$ cat src/rtl/ioac_pkg.sv
// Shared constants for the ioac_seq ASCII operand to CPU instruction sequencer.
package ioac_pkg;

  localparam logic [7:0] OP_MOVE = 8'h01;
  localparam logic [7:0] OP_LOAD = 8'h02;
  localparam logic [7:0] OP_HEX  = 8'h12;

  typedef logic [2:0] state_t;
  localparam state_t StIdle    = 3'd0;
  localparam state_t StCollect = 3'd1;
  localparam state_t StDrain   = 3'd2;
  localparam state_t StEmit    = 3'd3;
  localparam state_t StDone    = 3'd4;

  localparam logic [5:0] PFX_MOVE = 6'h01;
  localparam logic [5:0] PFX_LO   = 6'h2C;
  localparam logic [5:0] PFX_HI   = 6'h2D;

  localparam logic [4:0] RT_BASE = 5'd16;

  localparam logic [1:0] ERR_OK  = 2'd0;
  localparam logic [1:0] ERR_BAD = 2'd1;
  localparam logic [1:0] ERR_OVF = 2'd2;

  // Returns {is_digit, value}; letters only count as digits in hex mode.
  function automatic logic [4:0] digit_val(input logic [7:0] c, input logic hex);
    digit_val = 5'h0;
    if (c >= 8'h30 && c <= 8'h39) begin
      digit_val = {1'b1, 4'(c - 8'h30)};
    end else if (hex && c >= 8'h41 && c <= 8'h46) begin
      digit_val = {1'b1, 4'(c - 8'h37)};
    end else if (hex && c >= 8'h61 && c <= 8'h66) begin
      digit_val = {1'b1, 4'(c - 8'h57)};
    end
  endfunction

endpackage

$ cat src/rtl/ioac_ins_fifo.sv
// In-order instruction queue; pointers carry one extra wrap bit to tell full from empty.
module ioac_ins_fifo #(
  parameter int unsigned DEPTH = 4,
  parameter int unsigned WIDTH = 32
) (
  input  logic             i_clk,
  input  logic             i_rst,
  input  logic             i_push,
  input  logic [WIDTH-1:0] i_data,
  input  logic             i_pop,
  output logic [WIDTH-1:0] o_data,
  output logic             o_full,
  output logic             o_empty
);

  localparam int unsigned AW = $clog2(DEPTH);
  localparam logic [AW:0] PTR_ONE = 1;

  logic [AW:0]      r_wr;
  logic [AW:0]      r_rd;
  logic [WIDTH-1:0] r_mem [DEPTH];
  logic             w_do_push;
  logic             w_do_pop;

  assign o_empty   = (r_wr == r_rd);
  assign o_full    = (r_wr[AW] != r_rd[AW]) && (r_wr[AW-1:0] == r_rd[AW-1:0]);
  // A full queue refuses the push even if the head leaves in the same cycle.
  assign w_do_push = i_push && !o_full;
  assign w_do_pop  = i_pop && !o_empty;

  always_ff @(posedge i_clk) begin
    if (i_rst) begin
      r_wr <= '0;
      r_rd <= '0;
    end else begin
      if (w_do_push) r_wr <= r_wr + PTR_ONE;
      if (w_do_pop)  r_rd <= r_rd + PTR_ONE;
    end
  end

  always_ff @(posedge i_clk) begin
    if (w_do_push) r_mem[r_wr[AW-1:0]] <= i_data;
  end

  assign o_data = o_empty ? '0 : r_mem[r_rd[AW-1:0]];

endmodule

$ cat src/rtl/ioac_seq.sv
// Collects an ASCII operand, converts it and queues the matching CPU instructions.
// Define IOAC_SEQ_HEX_EN to enable the hex-load opcode 0x12.
module ioac_seq
  import ioac_pkg::*;
#(
  parameter int unsigned NUM_W      = 32,
  parameter int unsigned MAX_DIGITS = 10,
  parameter int unsigned FIFO_DEPTH = 4,
  parameter int unsigned IPP_W      = 4
) (
  input  logic             Clk,
  input  logic             Rst,
  input  logic             Start,
  input  logic [7:0]       Opcode,
  input  logic [IPP_W-1:0] IPP,
  input  logic [7:0]       InsPart,
  input  logic             PartValid,
  output logic             PartReady,
  output logic [31:0]      CPUIns,
  output logic             InsValid,
  input  logic             InsReady,
  output logic             Busy,
  output logic             Ready,
  output logic [1:0]       Error
);

  state_t           r_state, w_state_d;
  logic [7:0]       r_op, w_op_d;
  logic [4:0]       r_rt, w_rt_d;
  logic [NUM_W-1:0] r_acc, w_acc_d;
  logic [7:0]       r_cnt, w_cnt_d;
  logic [1:0]       r_err, w_err_d;
  logic             r_idx, w_idx_d;

  logic             w_op_ok;
  logic             w_hex;
  logic [7:0]       w_max;
  logic [7:0]       w_cnt_inc;
  logic [4:0]       w_dig;
  logic [NUM_W+4:0] w_acc_ext;
  logic [NUM_W+4:0] w_mac;
  logic [31:0]      w_val;
  logic [31:0]      w_ins;
  logic             w_last;
  logic             w_push;
  logic             w_full;
  logic             w_empty;

`ifdef IOAC_SEQ_HEX_EN
  assign w_op_ok = (Opcode == OP_MOVE) || (Opcode == OP_LOAD) || (Opcode == OP_HEX);
  assign w_hex   = (r_op == OP_HEX);
`else
  assign w_op_ok = (Opcode == OP_MOVE) || (Opcode == OP_LOAD);
  assign w_hex   = 1'b0;
`endif

  assign w_max     = w_hex ? 8'(NUM_W / 4) : 8'(MAX_DIGITS);
  assign w_cnt_inc = r_cnt + 8'd1;
  assign w_dig     = digit_val(InsPart, w_hex);
  // Five guard bits catch any carry out of acc*16+15 or acc*10+9.
  assign w_acc_ext = {5'b0, r_acc};
  assign w_mac     = (w_hex ? (w_acc_ext << 4) : ((w_acc_ext << 3) + (w_acc_ext << 1)))
                   + {{(NUM_W + 1){1'b0}}, w_dig[3:0]};

  always_comb begin
    w_state_d = r_state;
    w_op_d    = r_op;
    w_rt_d    = r_rt;
    w_acc_d   = r_acc;
    w_cnt_d   = r_cnt;
    w_err_d   = r_err;
    w_idx_d   = r_idx;
    unique case (r_state)
      StIdle: begin
        if (Start) begin
          w_op_d  = Opcode;
          w_rt_d  = RT_BASE + 5'(IPP);
          w_acc_d = '0;
          w_cnt_d = '0;
          w_idx_d = 1'b0;
          if (w_op_ok) begin
            w_err_d   = ERR_OK;
            w_state_d = StCollect;
          end else begin
            w_err_d   = ERR_BAD;
            w_state_d = StDrain;
          end
        end
      end
      StCollect: begin
        if (PartValid) begin
          if (InsPart == 8'h00) begin
            w_state_d = StEmit;
          end else if (!w_dig[4]) begin
            w_err_d   = ERR_BAD;
            w_state_d = StDrain;
          end else if ((w_mac[NUM_W+4:NUM_W] != '0) || (w_cnt_inc > w_max)) begin
            w_err_d   = ERR_OVF;
            w_state_d = StDrain;
          end else begin
            w_acc_d = w_mac[NUM_W-1:0];
            w_cnt_d = w_cnt_inc;
          end
        end
      end
      StDrain: begin
        if (PartValid && InsPart == 8'h00) w_state_d = StDone;
      end
      StEmit: begin
        if (!w_full) begin
          if (w_last) w_state_d = StDone;
          else        w_idx_d   = 1'b1;
        end
      end
      StDone:  w_state_d = StIdle;
      default: w_state_d = StIdle;
    endcase
  end

  always_ff @(posedge Clk) begin
    if (Rst) begin
      r_state <= StIdle;
      r_op    <= '0;
      r_rt    <= '0;
      r_acc   <= '0;
      r_cnt   <= '0;
      r_err   <= ERR_OK;
      r_idx   <= 1'b0;
    end else begin
      r_state <= w_state_d;
      r_op    <= w_op_d;
      r_rt    <= w_rt_d;
      r_acc   <= w_acc_d;
      r_cnt   <= w_cnt_d;
      r_err   <= w_err_d;
      r_idx   <= w_idx_d;
    end
  end

  assign w_val  = 32'(r_acc);
  assign w_last = (r_op == OP_MOVE) || r_idx;

  always_comb begin
    if (r_op == OP_MOVE) begin
      w_ins = {PFX_MOVE, r_rt, 5'h0, w_val[4:0], 11'h0};
    end else if (!r_idx) begin
      w_ins = {PFX_LO, r_rt, 5'h0, w_val[15:0]};
    end else begin
      w_ins = {PFX_HI, r_rt, 5'h0, w_val[31:16]};
    end
  end

  assign w_push = (r_state == StEmit);

  ioac_ins_fifo #(
    .DEPTH (FIFO_DEPTH),
    .WIDTH (32)
  ) u_fifo (
    .i_clk   (Clk),
    .i_rst   (Rst),
    .i_push  (w_push),
    .i_data  (w_ins),
    .i_pop   (InsReady),
    .o_data  (CPUIns),
    .o_full  (w_full),
    .o_empty (w_empty)
  );

  assign InsValid  = !w_empty;
  assign PartReady = (r_state == StCollect) || (r_state == StDrain);
  assign Busy      = (r_state != StIdle);
  assign Ready     = (r_state == StDone);
  assign Error     = r_err;

endmodule
$ cat config.mk
export PLATFORM = sky130hd
export DESIGN_NAME = ioac_seq
export DESIGN_NICKNAME = d
export VERILOG_FILES = /design/src/rtl/ioac_pkg.sv /design/src/rtl/ioac_ins_fifo.sv /design/src/rtl/ioac_seq.sv
export SDC_FILE = /design/constraint.sdc
export NUM_CORES = 1
export LEC_CHECK = 0
export CAP_MARGIN = 20
export CORE_MARGIN = 2
export CORE_UTILIZATION = 45
export CTS_BUF_LIST = sky130_fd_sc_hd__clkbuf_4
export DETAILED_ROUTE_END_ITERATION = 8
export HOLD_SLACK_MARGIN = 0.06
export RECOVER_POWER = 25
export SLEW_MARGIN = 5
export SYNTH_ARGS = -nofsm -noshare
export SYNTH_HDL_FRONTEND = slang
export SYNTH_HIERARCHICAL = 1
export SYNTH_SLANG_ARGS = --single-unit
$ cat constraint.sdc
create_clock -name Clk -period 5.2 [get_ports Clk]
set_input_delay 1.3 -clock Clk [delete_from_list [all_inputs] [get_ports Clk]]
set_output_delay 1.3 -clock Clk [all_outputs]
set_load 0.01 [all_outputs]
==> impl_summary.log <==
INFO  metric status = finished with violations
INFO  metric failed_checks = max-capacitance violations, max-slew violations
INFO  metric fmaxAchievable = 0.206 GHz
INFO  metric ff_latch_count_synth = 195
INFO  metric start_kind = input port
INFO  metric path_max_fanout = 13
INFO  metric leading_cell_type_in_the_layout_fill_and_taps_excluded = edfxtp_1
INFO  metric placed_area = 11400 sq um
INFO  metric htreeDepth = 4
INFO  metric setup_viol = 0
INFO  metric crit_path_cell_trace = clkdlybuf4s50_1, nor2_1, and4_1, nand2_1, fa_1, fa_1, nand2b_1, a21oi_1, o211ai_1, buf_4, nand3_1, a22o_1, o221ai_2, buf_4, or4_4, buf_12, o21ai_1
INFO  metric post_route_cells_drive_above_1_share = 11.1%
INFO  metric synth.avg_cell_area = 11.5 sq um
INFO  metric insertion_delay = 0.61 ns
INFO  metric cts_root_buffer = clkbuf_4
INFO  metric min_period = 4.85 ns
INFO  metric critPathKind = in2reg
INFO  metric post_synth_edffs = 128
INFO  metric grt_use_total = 19.3%
INFO  metric synth_area = 10200 sq um
INFO  metric synth-seq-area-share = 50.6%
INFO  metric p_per_area = 258 nW/um^2
INFO  metric numClockSinks = 195
INFO  metric placeableCoreArea = 22500 sq um
INFO  metric post_synthesis_instance_total = 892
INFO  metric timing.hold.worst.class = reg2reg
INFO  metric clkSlewWorstSetupHoldPaths = 0.19 ns
INFO  metric max-cap-violations = 1
INFO  metric timing.critical_path.slowest_cell_delay = 0.57 ns
INFO  metric yosys_warnings = 6
INFO  metric die_height = 155 um
INFO  metric final_net_count = 1088
INFO  metric areaGrowthSynthToFinish = 14.7%
INFO  metric vias = 7105
INFO  metric yosys_most_used_dff = edfxtp_1
INFO  metric route.detailed.wl_per_inst = 17.3 um
INFO  metric place_worst_setup_slack = -0.278 ns
INFO  metric report.final.hold_viol_count = 0
INFO  metric worst-slew-pin-transition = 2.05 ns
INFO  metric vias_per_cell = 5.51
INFO  metric postRouteWirelength = 22.3 mm
INFO  metric initial_antenna_violation_count = 1
INFO  metric initial_core_util = 45.5%
INFO  metric grt_first_pass_wirelength = 36.2 mm
INFO  metric worstPathRequired = 5.74 ns
INFO  metric finalCritPeriodShare = 93.3%
INFO  metric die-area = 24000 sq um
INFO  metric number_of_global_route_vias_before_repair = 6812
INFO  metric tritoncts_buffers = 17
INFO  metric detailed_place_hpwl = 15.7 mm
INFO  metric totalNegativeSetupSlack = 0 ns
INFO  metric p_leak = 4.38 nW
INFO  metric finalClockSkew = 0.0371 ns
INFO  metric timing.slew.headroom = -36.4%
INFO  metric design.portCount = 63
INFO  metric post_cts_hold_buffers = 0
INFO  metric drt_pass1_iterations = 4
INFO  metric cts_post_setup_buffers_inserted = 0
INFO  metric io_buffers = 62
INFO  metric ys_types = 71
INFO  metric totalPowerFinal = 3.04 mW
INFO  metric die_width = 155 um
INFO  metric gr-total-overflow = 0
INFO  metric slew_viol_final = 33
INFO  metric drcViolationCount = 0
INFO  metric cts_max_path_buffers = 2
INFO  metric place.gp.congestion = 0.896
INFO  metric rsz0062_at_grt = false
INFO  metric final_area = 11800 sq um
INFO  metric row_count = 55
INFO  metric grt_max_degree = 34
INFO  metric synthArstFlopShare = 0%
INFO  metric tritoncts_clock_tree = yes
INFO  metric vdd_drop_max = 107 uV
INFO  metric worst_ep_arrival_time = 5.39 ns
INFO  metric critical_path_sink_type = flip-flop
INFO  metric drt_first_iter_violations = 508
INFO  metric postLayoutCoreUtil = 52.2%
INFO  metric setup_ws = 0.348 ns
INFO  metric cp_slowest_cell = or4_4
INFO  metric cts_resized = 0
INFO  metric route.antenna.remaining_nets = 0
INFO  metric leading_cell_types_in_the_layout_fill_and_taps_excluded = edfxtp_1, nand2_1, ha_1
## area by class of cell
class	count	area [sq um]
Antenna cell	1	2.50
Clock buffer	17	128
Inverter	22	82.6
Fill cell	2023	10700
Sequential cell	195	5190
Clock inverter	15	196
Timing Repair Buffer	92	880
Tap cell	285	357
Multi-Input combinational cell	663	4930
## Yosys cell counts, types with 3 or more instances
cell type / count / area [sq um]
a211o_1: 4 / 35.0
a211oi_1: 5 / 37.5
a21o_1: 9 / 67.6
a21oi_1: 54 / 270
a22o_1: 4 / 35.0
a31oi_1: 8 / 50.1
a41oi_1: 4 / 35.0
and2_1: 13 / 81.3
and3_1: 9 / 56.3
and4_1: 4 / 35.0
buf_2: 14 / 70.1
buf_4: 4 / 30.0
clkbuf_1: 19 / 71.3
dfxtp_1: 67 / 1340
edfxtp_1: 128 / 3840
ha_1: 70 / 876
inv_1: 22 / 82.6
mux2i_1: 17 / 170
mux4_2: 32 / 721
nand2_1: 101 / 379
nand2b_1: 9 / 56.3
nand3_1: 27 / 135
nand4_1: 9 / 56.3
nor2_1: 38 / 143
nor2b_1: 37 / 231
nor3_1: 7 / 35.0
nor3b_1: 6 / 45.0
nor4_1: 4 / 25.0
o211ai_1: 8 / 60.1
o21a_1: 4 / 30.0
o21ai_0: 39 / 195
o21ai_1: 31 / 155
or2_2: 3 / 18.8
xnor2_1: 20 / 175
xor2_1: 15 / 131
## cell families (layout without fill, tap and decap cells)
family	after synthesis	after routing	synth area share [%]
flops	195	195	50.6
mux	49	49	8.69
xor+xnor	36	36	3.15
other cells	1	29	0.0366
simple gates	279	279	13.7
buf+inv	61	146	2.55
fa+ha+maj	72	72	8.94
compound gates	199	199	12.3
## critical path, delay by kind of cell
family                     cells  cell delay [ns]
AOI/OAI and AO/OA              5             0.79
adders and majority gates      2             0.94
buffers and inverters          4             0.98
and+or+nand+nor                6             1.37
## where the power goes
group          switching [mW]  total [mW]  leakage (nW)  internal, mW
Combinational           0.227       0.485          2.47         0.257
Sequential             0.0333        1.70          1.74          1.67
Clock                   0.617       0.854         0.168         0.236
Total                   0.878        3.04          4.38          2.16
## routing by layer
metal	up-vias	share of wire, %	track usage, %
met1	3405	49	27.7
met5	-	0	0
met4	0	1.8	6.00
met3	36	3.3	3.01
met2	139	46	30.5
li1	3525	-	-
## flip-flops by register name, indices dropped and copies added, names as in the netlist, named ones only
register,cells
r_state,3
Error,2
r_acc,32
r_idx,1
u_fifo/r_wr,3
u_fifo/r_rd,3
r_rt,5
r_cnt,8
r_op,8
u_fifo/r_mem,128
## stage by stage
step	std cells	hold WS, ns
2_1_floorplan	919	0.432
3_3_place_gp	1256	0.444
3_5_place_dp	1256	0.447
4_1_cts	1288	0.470
5_1_grt	1290	0.488
6_report	1290	0.467
## worst paths after layout
kind                   start        end  slack (ns)  cells past startpoint
hold / removal       r_op[7]    r_op[7]        0.47                      2
setup / recovery  InsPart[7]  r_acc[30]        0.35                     17
setup reg to reg   r_acc[11]  r_acc[30]        1.23                     12
hold reg to reg      r_op[7]    r_op[7]        0.47                      2
(Power assumes the default switching activity.)
